## src/rtl/alu_exec_unit_pkg.sv

```systemverilog
// Shared definitions for the ALU execute stage: ALU control codes,
// FSM state encoding and the signed-overflow helper for the add paths.
package alu_exec_unit_pkg;

  // ALU control codes (ALUctrlbits), shared with the control unit
  localparam logic [2:0] ALU_NOP  = 3'b000;
  localparam logic [2:0] ALU_ADD  = 3'b001;
  localparam logic [2:0] ALU_NAND = 3'b010;
  localparam logic [2:0] ALU_SLT  = 3'b011;
  localparam logic [2:0] ALU_SL   = 3'b100;
  localparam logic [2:0] ALU_SR   = 3'b101;
  localparam logic [2:0] ALU_BEQ  = 3'b110;
  localparam logic [2:0] ALU_MEM  = 3'b111;

  // Execute-stage FSM states
  typedef enum logic {
    ST_IDLE  = 1'b0,
    ST_SHIFT = 1'b1
  } alu_state_e;

  // Two's-complement overflow of an addition: operands agree in sign
  // but the sum does not.
  function automatic logic add_ovf(input logic a_msb, input logic b_msb,
                                   input logic s_msb);
    return (a_msb == b_msb) && (s_msb != a_msb);
  endfunction

endpackage

```

## src/rtl/alu_serial_shifter.sv

```systemverilog
// Serial logical shifter: loads an operand, direction and amount, then
// moves the accumulator one bit per clock. 'last' is high in the cycle
// whose clock edge performs the final shift; 'shifted' is the value the
// accumulator takes at that edge.
module alu_serial_shifter #(
  parameter int DATA_W  = 16,
  parameter int SHAMT_W = 4
) (
  input  logic              clk,
  input  logic              rst_n,
  input  logic              load,
  input  logic              dir,      // 0 = left, 1 = right (zero fill)
  input  logic [SHAMT_W-1:0] shamt,
  input  logic [DATA_W-1:0]  din,
  output logic [DATA_W-1:0]  shifted,
  output logic              last
);

  logic [DATA_W-1:0]  acc;
  logic [SHAMT_W-1:0] cnt;
  logic               dir_q;

  // One-bit step of the accumulator in the latched direction
  always_comb begin
    shifted = dir_q ? (acc >> 1) : (acc << 1);
    last    = (cnt == SHAMT_W'(1));
  end

  // Load latches operands; afterwards shift once per clock until count is 0
  always_ff @(posedge clk or negedge rst_n) begin
    if (!rst_n) begin
      acc   <= '0;
      cnt   <= '0;
      dir_q <= 1'b0;
    end else if (load) begin
      acc   <= din;
      cnt   <= shamt;
      dir_q <= dir;
    end else if (cnt != '0) begin
      acc <= shifted;
      cnt <= cnt - SHAMT_W'(1);
    end
  end

endmodule

```

## src/rtl/alu_exec_unit.sv

```systemverilog
// ALU execute stage. Single-cycle ops complete at the edge that accepts
// start; shifts run through alu_serial_shifter at one bit per clock.
// Handshake: start is sampled only while busy=0; an accepted op produces
// exactly one done pulse (result/zero valid that cycle), shamt cycles
// later for a non-zero shift and immediately otherwise. start while busy
// is dropped, never queued.
// Optional feature macro: ALU_OVF_FLAG_EN adds the ovf output.
module alu_exec_unit
  import alu_exec_unit_pkg::*;
#(
  parameter int DATA_W  = 16,
  parameter int SHAMT_W = 4
) (
  input  logic              clk,
  input  logic              rst_n,
  input  logic              start,
  input  logic [2:0]        alu_ctrl,
  input  logic [DATA_W-1:0] a,
  input  logic [DATA_W-1:0] b,
  output logic [DATA_W-1:0] result,
  output logic              zero,
  output logic              busy,
  output logic              done
`ifdef ALU_OVF_FLAG_EN
  ,
  output logic              ovf
`endif
);

  alu_state_e          state_q, state_d;
  logic [DATA_W-1:0]   sum, diff, alu_res;
  logic [DATA_W-1:0]   result_d;
  logic                zero_d, done_d;
  logic                is_shift, shamt_nz;
  logic                sh_load, sh_last;
  logic [DATA_W-1:0]   sh_shifted;
`ifdef ALU_OVF_FLAG_EN
  logic                ovf_d;
`endif

  assign busy = (state_q == ST_SHIFT);

  // Single-cycle datapath on the live operands (used at the accept edge)
  always_comb begin
    sum      = a + b;
    diff     = a - b;
    is_shift = (alu_ctrl == ALU_SL) || (alu_ctrl == ALU_SR);
    shamt_nz = (b[SHAMT_W-1:0] != '0);
    alu_res  = '0;
    case (alu_ctrl)
      ALU_ADD:  alu_res = sum;
      ALU_NAND: alu_res = ~(a & b);
      ALU_SLT:  alu_res = {{(DATA_W-1){1'b0}}, ($signed(a) < $signed(b))};
      ALU_SL:   alu_res = a;   // only reached with shamt = 0
      ALU_SR:   alu_res = a;
      ALU_BEQ:  alu_res = diff;
      ALU_MEM:  alu_res = sum;
      default:  alu_res = '0;
    endcase
  end

  // Next-state and registered-output logic for the IDLE/SHIFT FSM
  always_comb begin
    state_d  = state_q;
    result_d = result;
    zero_d   = zero;
    done_d   = 1'b0;
    sh_load  = 1'b0;
`ifdef ALU_OVF_FLAG_EN
    ovf_d    = ovf;
`endif
    case (state_q)
      ST_IDLE: begin
        if (start) begin
          if (is_shift && shamt_nz) begin
            sh_load = 1'b1;
            state_d = ST_SHIFT;
          end else begin
            result_d = alu_res;
            zero_d   = (alu_res == '0);
            done_d   = 1'b1;
`ifdef ALU_OVF_FLAG_EN
            ovf_d    = ((alu_ctrl == ALU_ADD) || (alu_ctrl == ALU_MEM)) &&
                       add_ovf(a[DATA_W-1], b[DATA_W-1], sum[DATA_W-1]);
`endif
          end
        end
      end
      ST_SHIFT: begin
        if (sh_last) begin
          result_d = sh_shifted;
          zero_d   = (sh_shifted == '0);
          done_d   = 1'b1;
          state_d  = ST_IDLE;
`ifdef ALU_OVF_FLAG_EN
          ovf_d    = 1'b0;
`endif
        end
      end
      default: state_d = ST_IDLE;
    endcase
  end

  // FSM state and registered outputs; async reset aborts any shift
  always_ff @(posedge clk or negedge rst_n) begin
    if (!rst_n) begin
      state_q <= ST_IDLE;
      result  <= '0;
      zero    <= 1'b0;
      done    <= 1'b0;
`ifdef ALU_OVF_FLAG_EN
      ovf     <= 1'b0;
`endif
    end else begin
      state_q <= state_d;
      result  <= result_d;
      zero    <= zero_d;
      done    <= done_d;
`ifdef ALU_OVF_FLAG_EN
      ovf     <= ovf_d;
`endif
    end
  end

  alu_serial_shifter #(
    .DATA_W  (DATA_W),
    .SHAMT_W (SHAMT_W)
  ) u_shifter (
    .clk     (clk),
    .rst_n   (rst_n),
    .load    (sh_load),
    .dir     (alu_ctrl == ALU_SR),
    .shamt   (b[SHAMT_W-1:0]),
    .din     (a),
    .shifted (sh_shifted),
    .last    (sh_last)
  );

endmodule
```

## config.mk

```make
export PLATFORM = sky130hd
export DESIGN_NAME = alu_exec_unit
export DESIGN_NICKNAME = d
export VERILOG_FILES = /design/src/rtl/alu_exec_unit_pkg.sv /design/src/rtl/alu_serial_shifter.sv /design/src/rtl/alu_exec_unit.sv
export SDC_FILE = /design/constraint.sdc
export NUM_CORES = 1
export LEC_CHECK = 0
export ABC_AREA = 0
export ABC_CLOCK_PERIOD_IN_PS = 4300
export BUFFER_PORTS_ARGS = -buffer_cell sky130_fd_sc_hd__clkbuf_2
export CAP_MARGIN = 30
export CORE_MARGIN = 4
export CORE_UTILIZATION = 30
export CTS_CLUSTER_SIZE = 40
export DETAILED_ROUTE_END_ITERATION = 8
export SETUP_SLACK_MARGIN = 0.2
export SYNTH_ARGS = -nofsm -noshare
export SYNTH_HDL_FRONTEND = slang
export SYNTH_HIERARCHICAL = 1
export SYNTH_SLANG_ARGS = --single-unit
```

## constraint.sdc

```tcl
create_clock -name clk -period 4.3 [get_ports clk]
set_input_delay 0 -clock clk [delete_from_list [all_inputs] [get_ports clk]]
set_output_delay 0 -clock clk [all_outputs]
set_load 0.01 [all_outputs]
```

Word level (Yosys, flattened, before mapping)
Index checks and enable logic that the tools add are counted.

cells by class
  bitwise gates (word level) = 3
  equal/unequal tests = 11
  $lt $le $gt $ge = 1
  multiplexer cells = 23
  reductions and logical operators = 10
  add/subtract/negate cells = 3

operators with widths
  kind                                                                     count
  16-bit two-way mux                                                       6
  16-bit one-hot mux with 5 select lines                                   1
  16-bit zero test                                                         2
  16-bit one-hot mux with 2 select lines                                   1
  16-bit adder                                                             1
  16-bit bitwise AND                                                       1
  16-bit < comparator                                                      1
  16-bit NOT                                                               1
  16-bit subtractor                                                        1
  3-bit equality test, second input constant                               4
  1-bit two-way mux                                                        10
  4-bit two-way mux                                                        2
  4-bit nonzero test                                                       2
  3-bit by 2-bit equality test with 1-bit output, second input constant    2
  1-bit one-hot mux with 2 select lines                                    3
  4-bit by 1-bit equality test with 1-bit output, second input constant    1
  2-bit inequality test, second input constant                             2
  2-bit OR reduction                                                       2
  4-bit by 1-bit subtractor with 4-bit output, second input constant       1
  3-bit by 1-bit equality test with 1-bit output, second input constant    1
  3-bit AND reduction                                                      1
  2-bit by 1-bit inequality test with 1-bit output, second input constant  1
  2-bit nonzero test                                                       1
  1-bit logical AND                                                        1
  2 further kinds                                                          2

storage, ports and cells
  bits in registers = 40
  word-level logic and storage cells = 58
  output and inout port bits = 19
  input port bits = 38

Depth between registers and ports, before layout
Gate-level depths: netlist of run 1.

  depth after elaboration = 7
  gate-level depth with buffers = 11
  gate-level depth less buffers = 11

Cells and area by module
The synthesis of run 1 kept the hierarchy.

by module, submodules not included
  module              seq. area each (µm²)  times used  cells each  area each (µm²)
  alu_exec_unit       475.5                 1           459         3358.2
  alu_serial_shifter  525.5                 1           116         1223.7

Worst setup path after synthesis of run 1
Ideal clock, no wire load.

  kind = input to register
  start point = input a[0]
  end point = register zero
  stages on the path = 11
  library setup time = 0.095 ns
  buffers on the path = 0
  path slack = 1.756 ns
  arrival = 2.449 ns
  required time = 4.205 ns
  cell sequence = inv_1 -> ha_1 -> fa_1 -> nand2b_1 -> a211o_1 -> a21oi_1 -> o221ai_1 -> a221o_1 -> o21bai_1 -> or4_1 -> o31ai_1

between the ends
  cells in the longest elaborated chain, start to end = 7
  elaborated cells between the ends (all ways) = 10
  classes of those cells = 2 x add/sub; 1 x order compare; 4 x mux; 2 x bitwise; 1 x reduce/logical

ends and longest elaborated chain
  what                                                                  RTL line              source
  start, declared                                                       alu_exec_unit.sv:18   input logic [DATA_W-1:0] a,
  parallel branches: the longest is 2 deep, another holds 16-bit adder  --
  16-bit one-hot mux with 5 select lines *                              alu_exec_unit.sv:50   case (alu_ctrl)
  16-bit zero test *                                                    alu_exec_unit.sv:80   zero_d = (alu_res == '0);
  1-bit two-way mux *                                                   alu_exec_unit.sv:75   if (is_shift && shamt_nz) begin
  1-bit two-way mux *                                                   alu_exec_unit.sv:74   if (start) begin
  1-bit one-hot mux with 2 select lines *                               alu_exec_unit.sv:72   case (state_q)
  end signal, assigned                                                  alu_exec_unit.sv:117  zero <= zero_d;
  end, declared                                                         alu_exec_unit.sv:21   output logic zero,

Mark *: on every way between the ends. The select of a mux whose other input is x is not followed.
A chain may end at the register's enable or synchronous reset.

Worst setup path in the final report of run 1
  start point = input b[0]
  end point = register zero

between the ends
  cells in the longest elaborated chain, start to end = 7
  elaborated cells between the ends (all ways) = 14
  classes of those cells = 2 x add/sub; 1 x order compare; 1 x eq/ne; 4 x mux; 2 x bitwise; 4 x reduce/logical

ends and longest elaborated chain
  what                                                                  RTL line             source
  start, declared                                                       alu_exec_unit.sv:19  input logic [DATA_W-1:0] b,
  parallel branches: the longest is 7 deep, another holds 16-bit adder  --

Parallel ways; which one is timed is not known. The select of a mux whose other input is x is not followed.

==> impl_summary.txt, run 1 <==
----------------------------------------------------
[Setup path]
  FF-to-FF setup slack ... 1630 ps
  Worst Setup Start Kind ... input port
  Crit Path Category ... input port to register
  Endpoint type of the worst setup path ... register
  Maximum fanout along the worst path ... 4
  Setup crit start ... b[0]
  Reg-to-Reg End ... zero$_DFFE_PN0P_
  Worst path required time ... 4500 ps
  Critical register-to-register path startpoint ... u_shifter/cnt[1]$_DFFE_PN0P_
  Logic depth of the worst register-to-register path ... 10
  Signal arrival time at the worst endpoint ... 3500 ps

[Logic synthesis]
  Cell area after synthesis ... 4582 µm²
  Number of storage elements in the synthesis netlist ... 40
  YS warnings ... 6
  Syn Nets ... 650
  Post-synthesis instance total ... 575
  Post-Syn Area per Cell ... 7.969 µm²
  Main synth FF type ... sky130_fd_sc_hd__dfrtp_1
  Library cells used by synthesis ... 72
  Number of flops mapped to enable cells by yosys ... 0
  Fraction of synthesis flops using an asynchronous set or reset pin ... 1.000
  Sequential share of the synthesized area ... 0.2185

[Hold path]
  End point of the worst hold path ... u_shifter/acc[11]$_DFFE_PN0P_
  Instance count along the most critical hold path ... 3
  Worst min-delay path class ... input port to register
  Hold Crit Start ... a[11]

[Placement]
  Number of port buffers ... 56
  Final HPWL from detailed placement ... 11.75 mm
  Pre-CTS setup slack ... 1295 ps
  Count of placed standard cells including taps ... 779
  DP Area ... 4907 µm²
  Final GP Congestion ... 0.9211

[Finish]
  Core Util, Final ... 0.3453
  Number of antenna cells inserted ... 0
  Fillcell total ... 1549
  Layout Area Growth over Synthesis ... 11.20%
  Count of nets after finishing ... 679
  Layout Cell Area excl Fill ... 5095 µm²
  Layout cell share with drive strength beyond 1 ... 0.1636
  Post-route non-filler standard cell count ... 789

[Routing]
  Number of DRC violations after detailed-routing iteration 0 ... 641
  Antenna viol nets, final ... 0
  WL per Instance ... 19.01 µm
  Iteration count of the initial detailed-routing pass ... 5
  Via/cell ratio ... 5.877
  Detailed-route via count ... 4637
  DRC viols ... 0
  Total detailed-routing wirelength ... 15.00 mm

[Clocking]
  Maximum level of the CTS H-tree ... 2
  CTS Root Buffer Type ... sky130_fd_sc_hd__clkbuf_16
  Cells resized by post-CTS repair ... 0
  Number of sinks handled by clock tree synthesis ... 40
  Maximum root-to-sink buffer count ... 2
  Clock transition time at the flip-flop clock pins of the worst setup and hold paths ... 60 ps
  TritonCTS Buffers ... 5
  Worst-Skew Late Latency ... 290 ps
  CTS tree ... yes

[STA]
  Final Hold Violating Endpoints ... 0
  Count of final max-slew check failures ... 0
  Number of failing setup endpoints in the final timing report ... 0
  Final worst hold slack ... 13.52 ps
  Sum of negative setup slack ... 0 ps
  Final min period ... 3305 ps
  Slew Limit Headroom ... 0.4053
  Setup ws final ... 995.0 ps
  RSZ-0062 raised after global routing ... no
  Least-Margin Pin Slew ... 880.6 ps
  Highest Clock Rate ... 0.3026 GHz
  Final setup skew ... 6.561 ps
  Tcrit/Tclk final ... 0.7686

[Power and ir drop]
  Overall power ... 2.334 mW
  Reported leakage power ... 2.269 nW
  Peak supply drop ... 0.2158 mV
  Power density over the cells ... 458.1 nW/µm²

[Die]
  Rows ... 44
  Area of the die ... 17310 µm²
  Top-Level Pins ... 57
  Die H ... 131.6 µm
  Area of the placeable core ... 14750 µm²
  Die Wd ... 131.6 µm
  Initial Util ... 0.3105

[Run]
  Max-cap check violation count ... 0

[Outcome]
  Outcome ... finished, final reports clean

[GRT]
  Initial antenna violation count ... 0
  First-pass GRT wire length ... 24.34 mm
  Global routing usage on met3 ... 0.02179
  Maximum number of pins on one net before global-route repair ... 32
  Grt met1 use ... 0.2270
  Met2 capacity usage during global routing ... 0.2828
  Layer with the highest usage ... met2
  Total overflow reported by the global router ... 0
  Number of global-route vias before repair ... 4648
  Total global routing track utilization ... 0.1689

----------------------------------------------------
## critical path: stages
cell and delay (ps):
sky130_fd_sc_hd__dlygate4sd3_1 530, sky130_fd_sc_hd__clkbuf_2 140, sky130_fd_sc_hd__ha_1 220, sky130_fd_sc_hd__fa_1 420
sky130_fd_sc_hd__nand2b_1 190, sky130_fd_sc_hd__a211o_1 300, sky130_fd_sc_hd__a21oi_1 290, sky130_fd_sc_hd__a2111oi_0 190
sky130_fd_sc_hd__nor3_1 330, sky130_fd_sc_hd__o2111ai_1 170, sky130_fd_sc_hd__or4_1 480, sky130_fd_sc_hd__o31ai_1 240
## routing by layer
layer / vias up / share of wire
met3: 32 / 0.065
li1: 2191 / -
met1: 2213 / 0.44
met5: - / 0
met2: 201 / 0.47
met4: 0 / 0.022
## placed cells by master (no fill, tap or decap), drive strengths merged, types with 6 or more instances in the layout
cell type / instances
nor4: 6
nor3: 14
nor2b: 10
clkbuf: 61
inv: 35
o21ai: 31
a21o: 6
o22ai: 7
a31oi: 7
mux2: 22
nor2: 47
or3: 10
nand3: 11
a211oi: 8
o31ai: 11
ha: 35
nand2b: 14
a21oi: 47
mux2i: 18
nand2: 42
o211ai: 8
dfrtp: 40
## sequential cells by signal (all words and copies together) (netlist names)
name and flops:
zero 1, result 16, busy 1, u_shifter/acc 16, u_shifter/dir_q 1, u_shifter/cnt 4
done 1
## cell usage after synthesis (10+ instances only)
cell type | count | area [µm²]
sky130_fd_sc_hd__o21ai_0 | 22 | 110.1
sky130_fd_sc_hd__nand2b_1 | 14 | 87.58
sky130_fd_sc_hd__inv_1 | 34 | 127.6
sky130_fd_sc_hd__o31ai_1 | 11 | 82.58
sky130_fd_sc_hd__nand2_1 | 42 | 157.7
sky130_fd_sc_hd__dfrtp_1 | 40 | 1001
sky130_fd_sc_hd__mux2_2 | 22 | 247.7
sky130_fd_sc_hd__ha_1 | 35 | 437.9
sky130_fd_sc_hd__nor2b_1 | 10 | 62.56
sky130_fd_sc_hd__clkbuf_1 | 23 | 86.33
sky130_fd_sc_hd__or3_1 | 10 | 62.56
sky130_fd_sc_hd__a21oi_1 | 47 | 235.2
sky130_fd_sc_hd__mux2i_1 | 18 | 180.2
sky130_fd_sc_hd__nor3_1 | 12 | 60.06
sky130_fd_sc_hd__nand3_1 | 11 | 55.05
sky130_fd_sc_hd__nor2_1 | 47 | 176.4
## power by group
group / leakage, nW / switching (mW) / internal, mW / total [mW]
registers: 0.491 / 0.148 / 0.551 / 0.699
clock network: 0.0798 / 0.151 / 0.272 / 0.424
logic: 1.70 / 0.691 / 0.521 / 1.21
## worst max path at each step
| stage | slack, ps | cells after the start | to |
|---|---|---|---|
| finish | 1000 | 12 | zero$_DFFE_PN0P_ |
| global route | 730 | 12 | zero$_DFFE_PN0P_ |
| CTS | 1090 | 12 | zero$_DFFE_PN0P_ |
| detailed placement | 1290 | 12 | zero$_DFFE_PN0P_ |
| global placement | 1430 | 12 | zero$_DFFE_PN0P_ |
| floorplan | 1760 | 11 | zero$_DFFE_PN0P_ |
## final cells by class
class,count,area (µm²),area share
Multi-Input combinational cell,459,3214,0.6309
Sequential cell,40,1001,0.1965
Timing Repair Buffer,63,350.3,0.06876
Tap cell,184,230.2,0.04519
Inverter,35,131.4,0.02579
Clock buffer,5,125.1,0.02456
Clock inverter,3,42.54,0.008350
## cell families after synthesis
logic type	count (synthesis)	synth area share
buffers and inverters	76	0.08056
flip-flops	40	0.2185
AND/OR/NAND/NOR	187	0.2100
adder cells (fa/ha/maj)	37	0.1043
XOR/XNOR	5	0.009557
AO/OA/AOI/OAI	190	0.2837
multiplexers	40	0.09339
## repair_timing
item                                   4_1_cts  5_1_grt
hold buffers                                 2        0
endpoints found under the hold margin       41        0
buffers inserted                             0        0
No activity file was read; power rests on OpenSTA's default activity.
==> run 2: changes to the inputs <==
- ABC_CLOCK_PERIOD_IN_PS: 4300 -> 3000
- clock period: 4.3 -> 3 ns (I/O delays scaled with it)
==> run 2 against run 1 <==
Non-clock buffer count is 14 higher; wire length is 0.73% higher; clock skew is essentially flat; sequential power up 38%; cell count is 1.8% higher; setup slack worse by 680 ps; via count is 2.5% higher; clock power is 24% higher; global-route usage is 0.064 points higher; flip-flop and latch count is the same; combinational power increased by 49%; highest routed layer unchanged.
==> impl_summary.txt, run 2 (same netlist as run 1, synthesis figures left out) <==
----------------------------------------------------
[Outcome]
  Outcome ... finished, final reports clean

[STA]
  Slew Limit Headroom ... 0.3502
  Final setup skew ... 6.738 ps
  Final worst hold slack ... 4.490 ps
  Final min period ... 2687 ps
  Number of failing setup endpoints in the final timing report ... 0
  Highest Clock Rate ... 0.3722 GHz
  RSZ-0062 raised after global routing ... no
  Final Hold Violating Endpoints ... 0
  Least-Margin Pin Slew ... 972.7 ps
  Count of final max-slew check failures ... 0
  Sum of negative setup slack ... 0 ps
  Tcrit/Tclk final ... 0.8956

[Routing]
  Max Used Layer ... met4
  Via/cell ratio ... 5.917
  Amount of wire on met3 after detailed routing ... 998 µm
  Number of DRC violations after detailed-routing iteration 0 ... 546
  Met2 Wirelength ... 7.020 mm
  Total detailed-routing wirelength ... 15.11 mm
  Antenna viol nets, final ... 0
  Met1 WL ... 6.541 mm
  Detailed-route via count ... 4751
  DRC viols ... 0
  Iteration count of the initial detailed-routing pass ... 6
  WL per Instance ... 18.82 µm

[Power and ir drop]
  Power density over the cells ... 632.6 nW/µm²
  Peak supply drop ... 0.2364 mV
  Overall power ... 3.287 mW
  Reported leakage power ... 2.333 nW

[Setup path]
  CP cell instances ... clkbuf_2, inv_1, ha_1, fa_1, nand2b_1, a211o_1, a21oi_2, a2111oi_0, nor3_1, o2111ai_1, or4_1, o31ai_1
  Worst path required time ... 3190 ps
  Worst Setup Start Kind ... input port
  Crit Path Category ... input port to register
  Critical-path cell with the highest stage delay ... sky130_fd_sc_hd__or4_1
  FF-to-FF setup slack ... 510 ps
  Delay of the slowest cell on the worst path ... 480 ps
  Signal arrival time at the worst endpoint ... 2880 ps
  Logic depth of the worst register-to-register path ... 10
  Endpoint type of the worst setup path ... register
  Maximum fanout along the worst path ... 4

[Finish]
  Largest registers ... result (16), u_shifter/acc (16), u_shifter/cnt (4)
  Number of antenna cells inserted ... 0
  Layout cell share with drive strength beyond 1 ... 0.1858
  Most common cell after layout, fill and taps aside ... sky130_fd_sc_hd__clkbuf_2
  Post-route non-filler standard cell count ... 803
  Sequential Area ... 1001 µm²
  Core Util, Final ... 0.3522
  Count of nets after finishing ... 693
  Total area of multi-input combinational cells ... 3232 µm²
  Most used cells in the layout excluding fill and tap cells ... sky130_fd_sc_hd__clkbuf_2, sky130_fd_sc_hd__a21oi_1, sky130_fd_sc_hd__nor2_1
  Fillcell total ... 1582
  Layout Area Growth over Synthesis ... 13.41%

[Hold path]
  Worst min-delay path class ... input port to register
  Instance count along the most critical hold path ... 3

[Clocking]
  Maximum root-to-sink buffer count ... 2
  Worst-Skew Late Latency ... 280 ps
  Number of sinks handled by clock tree synthesis ... 40
  CTS Root Buffer Type ... sky130_fd_sc_hd__clkbuf_16
  CTS tree ... yes
  Maximum level of the CTS H-tree ... 2
  TritonCTS Buffers ... 5
  Clock transition time at the flip-flop clock pins of the worst setup and hold paths ... 50 ps

[Placement]
  Final GP Congestion ... 0.9138
  Count of placed standard cells including taps ... 793
  Final HPWL from detailed placement ... 11.98 mm
  Number of port buffers ... 56

[GRT]
  Total overflow reported by the global router ... 0
  Initial antenna violation count ... 0
  Maximum number of pins on one net before global-route repair ... 31
  Total global routing track utilization ... 0.1696
  Number of global-route vias before repair ... 4614
  First-pass GRT wire length ... 24.36 mm

[Die]
  Rows ... 44
  Initial Util ... 0.3105
  Area of the placeable core ... 14750 µm²
  Die H ... 131.6 µm
  Area of the die ... 17310 µm²
  Die Wd ... 131.6 µm
  Top-Level Pins ... 57

[Run]
  Max-cap check violation count ... 0

----------------------------------------------------
[run 2: worst max-delay path, delay by kind of cell]
family                   cells  cell delay [ps]
AO/OA/AOI/OAI                5             1080
adder cells (fa/ha/maj)      2              660
buffers and inverters        2              170
AND/OR/NAND/NOR              3              970
[run 2: report_power, final]
group | internal (mW) | switching (mW) | total [mW]
logic | 0.772 | 1.02 | 1.80
clock network | 0.331 | 0.194 | 0.526
registers | 0.790 | 0.175 | 0.965
total | 1.89 | 1.39 | 3.29
[run 2: per-layer routing]
metal  track usage  vias up
li1              -     2228
met1        0.2223     2257
met2        0.2785      222
met3       0.02446       44
met4       0.07351        0
met5             0        -
[run 2: what timing repair did]
action	CTS	global route
setup endpoints to repair	0	1
setup buffers	0	0
hold buffers	2	0
endpoints found under the hold margin	41	0
gates resized for setup	0	4
[run 2: final timing paths]
check / startpoint / to
max: a[0] / zero$_DFFE_PN0P_
max in group asynchronous: rst_n / u_shifter/acc[11]$_DFFE_PN0P_
min: b[0] / u_shifter/cnt[0]$_DFFE_PN0P_
min in group asynchronous: rst_n / u_shifter/acc[5]$_DFFE_PN0P_
max reg2reg: u_shifter/cnt[1]$_DFFE_PN0P_ / zero$_DFFE_PN0P_
min reg2reg: result[13]$_DFFE_PN0P_ / result[13]$_DFFE_PN0P_
[run 2: metrics by stage]
| stage | worst slack (ps) | area, µm² |
|---|---|---|
| after detailed placement | 16.55 | 5012 |
| final | 313.1 | 5196 |
| after CTS | 306.0 | 5179 |
| after global placement | 129.1 | 4992 |
| after global routing | 197.3 | 5196 |
| after floorplan | 455.6 | 4582 |
[run 2: cell type report]
class,instances,area share
Multi-Input combinational cell,459,0.6220
Timing Repair Buffer,77,0.08765
Tap cell,184,0.04431
Clock buffer,8,0.02817
Sequential cell,40,0.1926
Inverter,35,0.02528
